<file path="config.mk">
export PLATFORM = sky130hd
export DESIGN_NAME = z_multiplier_pipe
export DESIGN_NICKNAME = d
export VERILOG_FILES = /design/src/rtl/z_mult_pkg.sv /design/src/rtl/z_mult_round_sat.sv /design/src/rtl/z_multiplier_pipe.sv
export SDC_FILE = /design/constraint.sdc
export NUM_CORES = 2
export LEC_CHECK = 0
export CAP_MARGIN = 20
export CORE_UTILIZATION = 55
export DETAILED_ROUTE_END_ITERATION = 8
export PLACE_DENSITY = 0.78
export SLEW_MARGIN = 10
export SYNTH_ARGS = -nofsm -noshare
export SYNTH_HDL_FRONTEND = slang
export SYNTH_SLANG_ARGS = --single-unit
</file>
<file path="constraint.sdc">
create_clock -name clk_i -period 8.8 [get_ports clk_i]
set_input_delay 2.2 -clock clk_i [delete_from_list [all_inputs] [get_ports clk_i]]
set_output_delay 2.2 -clock clk_i [all_outputs]
set_load 0.02 [all_outputs]
</file>
<file path="src/rtl/z_mult_pkg.sv">
// Shared constants and the fixed-point round/saturate helper for the complex multiplier.
package z_mult_pkg;

    localparam int unsigned W_DEF    = 16;
    localparam int unsigned FRAC_DEF = 14;
    localparam int unsigned Q_ONE    = 2 ** FRAC_DEF;
    localparam int unsigned PIPE_LAT = 3;

    typedef struct packed {
        logic               ovf;
        logic signed [63:0] result;
    } fx_res_t;

    // Shifts value down by frac bits (optionally round-half-up), then range-checks against w bits.
    // With sat clear the caller keeps the low w bits of result.
    function automatic fx_res_t fx_round_sat(input logic signed [63:0] value,
                                             input logic               round,
                                             input logic               sat,
                                             input int unsigned        w,
                                             input int unsigned        frac);
        fx_res_t            res;
        logic signed [63:0] v;
        logic signed [63:0] max_v;
        logic signed [63:0] min_v;
        v = value;
        if (round && (frac > 0)) begin
            v = v + (64'sd1 <<< (frac - 1));
        end
        v = v >>> frac;
        max_v = (64'sd1 <<< (w - 1)) - 64'sd1;
        min_v = -(64'sd1 <<< (w - 1));
        res.ovf    = (v > max_v) || (v < min_v);
        res.result = v;
        if (res.ovf && sat) begin
            res.result = (v > max_v) ? max_v : min_v;
        end
        return res;
    endfunction

endpackage

</file>
<file path="src/rtl/z_mult_round_sat.sv">
// Combinational round/shift and saturate-or-wrap of one 2W+2-bit accumulator component.
module z_mult_round_sat
    import z_mult_pkg::*;
#(
    parameter int unsigned W     = 16,
    parameter int unsigned FRAC  = 14,
    parameter bit          ROUND = 1'b1,
    parameter bit          SAT   = 1'b1
) (
    input  logic signed [2*W+1:0] value_i,
    output logic signed [W-1:0]   result_o,
    output logic                  ovf_o
);

    fx_res_t res;
    logic    unused_hi;

    always_comb begin
        res = fx_round_sat(64'(value_i), ROUND, SAT, W, FRAC);
    end

    assign result_o  = res.result[W-1:0];
    assign ovf_o     = res.ovf;
    // Upper bits are only a sign extension once the range check has run.
    assign unused_hi = ^res.result[63:W];

endmodule

</file>
<file path="src/rtl/z_multiplier_pipe.sv">
// Three-stage pipelined complex multiplier with optional conj(B), round/saturate and
// valid/ready back-pressure; every stage shares one advance enable.
module z_multiplier_pipe
    import z_mult_pkg::*;
#(
    parameter int unsigned W     = W_DEF,
    parameter int unsigned FRAC  = FRAC_DEF,
    parameter bit          ROUND = 1'b1,
    parameter bit          SAT   = 1'b1,
    parameter int unsigned CNT_W = 16
) (
    input  logic                clk_i,
    input  logic                rst_ni,
    input  logic                in_valid_i,
    output logic                in_ready_o,
    input  logic                conj_b_i,
    input  logic signed [W-1:0] ar_i,
    input  logic signed [W-1:0] ai_i,
    input  logic signed [W-1:0] br_i,
    input  logic signed [W-1:0] bi_i,
    output logic                out_valid_o,
    input  logic                out_ready_i,
    output logic signed [W-1:0] rout_o,
    output logic signed [W-1:0] iout_o,
    output logic                ovf_o,
    output logic [CNT_W-1:0]    sat_cnt_o,
    input  logic                clr_cnt_i
);

    localparam int unsigned PW = 2 * W + 1;
    localparam int unsigned SW = 2 * W + 2;

    logic                 advance;
    logic                 accept;
    logic                 v1_q;
    logic                 v2_q;
    logic                 out_valid_q;
    logic signed [W-1:0]  ar_q, ai_q, br_q;
    logic signed [W:0]    bi_d, bi_q;
    logic signed [PW-1:0] p_rr_d, p_ii_d, p_ri_d, p_ir_d;
    logic signed [PW-1:0] p_rr_q, p_ii_q, p_ri_q, p_ir_q;
    logic signed [SW-1:0] re_d, im_d;
    logic signed [W-1:0]  re_rs, im_rs;
    logic                 re_ovf, im_ovf;
    logic signed [W-1:0]  rout_q, iout_q;
    logic                 ovf_q;
    logic [CNT_W-1:0]     cnt_d, cnt_q;

    assign advance    = out_ready_i | ~out_valid_q;
    assign in_ready_o = advance;
    assign accept     = in_valid_i & advance;

    // Negate at W+1 bits so conj of the most negative Bi stays representable.
    always_comb begin
        bi_d = (W + 1)'(bi_i);
        if (conj_b_i) begin
            bi_d = -bi_d;
        end
    end

    always_comb begin
        p_rr_d = PW'(ar_q) * PW'(br_q);
        p_ii_d = PW'(ai_q) * PW'(bi_q);
        p_ri_d = PW'(ar_q) * PW'(bi_q);
        p_ir_d = PW'(ai_q) * PW'(br_q);
        re_d   = SW'(p_rr_q) - SW'(p_ii_q);
        im_d   = SW'(p_ri_q) + SW'(p_ir_q);
    end

    z_mult_round_sat #(
        .W     (W),
        .FRAC  (FRAC),
        .ROUND (ROUND),
        .SAT   (SAT)
    ) u_rs_re (
        .value_i  (re_d),
        .result_o (re_rs),
        .ovf_o    (re_ovf)
    );

    z_mult_round_sat #(
        .W     (W),
        .FRAC  (FRAC),
        .ROUND (ROUND),
        .SAT   (SAT)
    ) u_rs_im (
        .value_i  (im_d),
        .result_o (im_rs),
        .ovf_o    (im_ovf)
    );

    always_ff @(posedge clk_i or negedge rst_ni) begin
        if (!rst_ni) begin
            v1_q        <= 1'b0;
            v2_q        <= 1'b0;
            out_valid_q <= 1'b0;
            ar_q        <= '0;
            ai_q        <= '0;
            br_q        <= '0;
            bi_q        <= '0;
            p_rr_q      <= '0;
            p_ii_q      <= '0;
            p_ri_q      <= '0;
            p_ir_q      <= '0;
            rout_q      <= '0;
            iout_q      <= '0;
            ovf_q       <= 1'b0;
        end else if (advance) begin
            v1_q        <= accept;
            v2_q        <= v1_q;
            out_valid_q <= v2_q;
            if (accept) begin
                ar_q <= ar_i;
                ai_q <= ai_i;
                br_q <= br_i;
                bi_q <= bi_d;
            end
            if (v1_q) begin
                p_rr_q <= p_rr_d;
                p_ii_q <= p_ii_d;
                p_ri_q <= p_ri_d;
                p_ir_q <= p_ir_d;
            end
            if (v2_q) begin
                rout_q <= re_rs;
                iout_q <= im_rs;
                ovf_q  <= re_ovf | im_ovf;
            end
        end
    end

    always_comb begin
        cnt_d = cnt_q;
        if (clr_cnt_i) begin
            cnt_d = '0;
        end else if (out_valid_q && out_ready_i && ovf_q && (cnt_q != '1)) begin
            cnt_d = cnt_q + CNT_W'(1);
        end
    end

    always_ff @(posedge clk_i or negedge rst_ni) begin
        if (!rst_ni) begin
            cnt_q <= '0;
        end else begin
            cnt_q <= cnt_d;
        end
    end

    assign out_valid_o = out_valid_q;
    assign rout_o      = rout_q;
    assign iout_o      = iout_q;
    assign ovf_o       = ovf_q;
    assign sat_cnt_o   = cnt_q;

endmodule

</file>
==> flow_summary.json <==
{
  "outcome": "finished clean",
  "ios": 121,
  "n_antenna_cell": 0,
  "worstPathRequired_ps": 9230,
  "path_clk_slew_ps": 60,
  "hp-class": "flop to flop",
  "grt_use_met1_pct": 37.3,
  "relSlewSlack_pct": 28.9,
  "area_growth_pct": 7.29,
  "die_w_um": 311,
  "period_share_pct": 89.3,
  "synth_seq_cells": 247,
  "ys_warn_count": 0,
  "gr-total-overflow": 0,
  "max_stage_delay_ps": 980,
  "grt_use_total_pct": 28.1,
  "r2r_end": "p_ii_q[30]$_DFFE_PN0P_",
  "drv_cap": 0,
  "root_buffer": "clkbuf_16",
  "utilization_pct": 59.6,
  "post-place-ws_ps": 1040,
  "dieArea_sq_mm": 0.0970,
  "initial_core_util_pct": 55.5,
  "grt_first_pass_wirelength_um": 215000,
  "busiest_layer": "met2",
  "synth_cell_types": 81,
  "final-hold-violation-count": 0,
  "hold_buffers": 0,
  "drc_errors": 0,
  "layout-drive-gt1-share_pct": 4.68,
  "route.vias.total": 37866,
  "drtIter0Drc": 2706,
  "rrSetupSlack_ps": 940,
  "async_reset_ff_share_pct": 100,
  "critPathKind": "flop to flop",
  "use_met3_pct": 4.38,
  "worst_pin_slew_ps": 1040,
  "worstHoldStart": "p_ii_q[11]$_DFFE_PN0P_",
  "crit_arrival_ps": 8290,
  "nNetsFinal": 7223,
  "slew_violations": 0,
  "ys_seq_area_share_pct": 11.7,
  "ff2ff_path_depth": 24,
  "cts_sinks": 247,
  "yosys_most_used_dff": "dfrtp_1",
  "period_needed_ps": 7860,
  "vias_per_cell": 5.48,
  "netlist_area_sq_mm": 0.0527,
  "setup_violations": 0,
  "critPathSlowestCell": "dfrtp_1",
  "wl_per_cell_um": 18.7,
  "port_buffers": 120,
  "postCtsSetupBuffers": 0,
  "core-area_sq_mm": 0.0949,
  "fp-row-count": 113,
  "fp.dieH_um": 311,
  "cts_resized": 0,
  "cts_buffers": 36,
  "synth-edff-count": 0,
  "crit_path_end_kind": "flop",
  "antenna_found_initial": 1,
  "routed_wl_um": 129000,
  "cpMostUsedCell": "fa_1",
  "met2_usage_pct": 45.1,
  "rsz0062_at_grt": "no",
  "fin_skew_ps": 26.9,
  "fin_setup_tns_ps": 0,
  "cp_max_fo": 18,
  "cts_tree": "done",
  "clk_latency_ps": 570,
  "hold_depth": 2,
  "synth.avg_cell_area_sq_um": 9.39,
  "firstDrtPassIters": 5,
  "final_antenna_net_count": 0,
  "grt_pass1_vias": 40880,
  "htree_num_levels": 2,
  "hpwl_um": 106000,
  "whs_endpoint": "p_ii_q[11]$_DFFE_PN0P_",
  "grt_max_degree": 132,
  "clock_path_buffers": 3,
  "syn_inst": 5609,
  "r2r_start": "ai_q[2]$_DFFE_PN0P_",
  "synth_nets": 7217,
  "gp_congestion": 0.910,
  "max_clock_freq_mhz": 127,
  "path_cells": "buf_4, nand2_1, fa_1, fa_1, fa_1, inv_1, fa_1, fa_1, inv_1, fa_1, inv_1, ha_1, a21o_1, a21o_1, a21oi_1, o21ai_0, a31oi_1, o2111ai_1, and2_1, a41oi_1, nand2b_1, a21oi_1, xor2_1, o21ai_1",
  "finalWorstSetupSlack_ps": 940,
  "startpoint_type": "flop"
}
## routing by layer
metal | vias up | part of all wire [%]
li1 | 16885 | -
met1 | 19229 | 40
met2 | 1431 | 47
met3 | 319 | 7.8
met4 | 2 | 5.7
met5 | - | 0.010
## final cells by class
cell class	count	area, sq um
clock inverter	20	229
fill	7886	38400
sequential	247	6180
timing repair buffer	213	1960
tap	1265	1580
inverter	1235	4640
clock buffer	44	992
multi-input combinational	3882	40900
## how the worst max path moves through the flow
stage | start | to | slack (ps) | depth (start not counted)
after detailed placement | br_q[2]$_DFFE_PN0P_ | p_ir_q[30]$_DFFE_PN0P_ | 1040 | 22
after global routing | br_q[5]$_DFFE_PN0P_ | p_ir_q[28]$_DFFE_PN0P_ | 620 | 23
after CTS | br_q[2]$_DFFE_PN0P_ | p_ir_q[28]$_DFFE_PN0P_ | 950 | 22
after floorplan | ai_q[11]$_DFFE_PN0P_ | p_ir_q[30]$_DFFE_PN0P_ | 2210 | 23
final | ai_q[2]$_DFFE_PN0P_ | p_ii_q[30]$_DFFE_PN0P_ | 940 | 24
after global placement | ai_q[7]$_DFFE_PN0P_ | p_ir_q[30]$_DFFE_PN0P_ | 1070 | 23
## kinds of logic after synthesis
family	synth area share [%]
AO/OA/AOI/OAI	6.88
flip-flops	11.7
multiplexers	1.51
buffers and inverters	10.6
adder cells (fa/ha/maj)	51.9
AND/OR/NAND/NOR	14.0
XOR/XNOR	3.41
## per-stage QoR
| stage | instances | cell area (sq um) | hold WS [ps] |
|---|---|---|---|
| global placement | 6839 | 55200 | 462 |
| floorplan | 5609 | 52700 | 449 |
| detailed placement | 6840 | 55300 | 470 |
| finish | 6906 | 56500 | 480 |
| CTS | 6904 | 56500 | 483 |
| global route | 6906 | 56500 | 498 |
## cells in the final DEF, fill, tap and decap left out, types with 5 or more instances in the layout
master / synthesis / final
clkdlybuf4s50_1: 0 / 119
a21oi_2: 11 / 11
xor2_1: 81 / 81
clkinv_2: 0 / 7
dfrtp_1: 247 / 247
a31oi_1: 15 / 15
inv_1: 1235 / 1235
ha_1: 462 / 462
nor2_1: 141 / 141
o21bai_1: 26 / 26
buf_4: 0 / 89
clkbuf_16: 0 / 37
mux2_2: 67 / 67
nor3_1: 27 / 27
and4_1: 5 / 5
o21a_1: 9 / 9
fa_1: 1076 / 1076
and3_1: 25 / 25
o21ai_0: 142 / 142
or3_1: 14 / 14
a221o_1: 19 / 19
a211o_1: 9 / 9
o21ai_1: 45 / 45
nand3_1: 30 / 30
nand4_1: 19 / 19
a211oi_1: 6 / 6
or2_2: 5 / 5
nor2b_1: 12 / 12
a21o_1: 74 / 74
o31ai_1: 11 / 11
a21oi_1: 128 / 128
nand2_1: 683 / 681
and2_1: 507 / 507
xnor2_1: 122 / 122
nand2b_1: 35 / 35
## sequential cells by signal, summed over array words and instances, names as in the netlist
name / count
p_ii_q: 33
p_ri_q: 33
p_ir_q: 32
p_rr_q: 32
bi_q: 17
ai_q: 16
ar_q: 16
br_q: 16
iout_o: 16
rout_o: 16
sat_cnt_o: 16
out_valid_o: 1
ovf_o: 1
v1_q: 1
v2_q: 1
## synthesized netlist by cell type (6+ instances only)
| master | instances | area, sq um |
|---|---|---|
| a211o_1 | 9 | 78.8 |
| a211oi_1 | 6 | 45.0 |
| a21o_1 | 74 | 556 |
| a21oi_1 | 128 | 641 |
| a21oi_2 | 11 | 96.3 |
| a221o_1 | 19 | 190 |
| a31oi_1 | 15 | 93.8 |
| and2_1 | 507 | 3170 |
| and3_1 | 25 | 156 |
| clkbuf_1 | 237 | 890 |
| dfrtp_1 | 247 | 6180 |
| fa_1 | 1076 | 21500 |
| ha_1 | 462 | 5780 |
| inv_1 | 1235 | 4640 |
| mux2_2 | 67 | 754 |
| nand2_1 | 683 | 2560 |
| nand2b_1 | 35 | 219 |
| nand3_1 | 30 | 150 |
| nand4_1 | 19 | 119 |
| nor2_1 | 141 | 529 |
| nor2b_1 | 12 | 75.1 |
| nor3_1 | 27 | 135 |
| o21a_1 | 9 | 67.6 |
| o21ai_0 | 142 | 711 |
| o21ai_1 | 45 | 225 |
| o21bai_1 | 26 | 195 |
| o31ai_1 | 11 | 82.6 |
| or3_1 | 14 | 87.6 |
| xnor2_1 | 122 | 1070 |
| xor2_1 | 81 | 709 |
## critical path, delay by kind of cell, from the launching register on
kind	cells	cell delay (ps)
simple gates	3	450
buf+inv	4	520
flops	1	980
fa+ha+maj	7	3320
compound gates	9	2200
xor+xnor	1	220
Power is left out: the tool's default activity adds up to more than one toggle a clock period on the data nets, which glitch-free logic cannot reach.
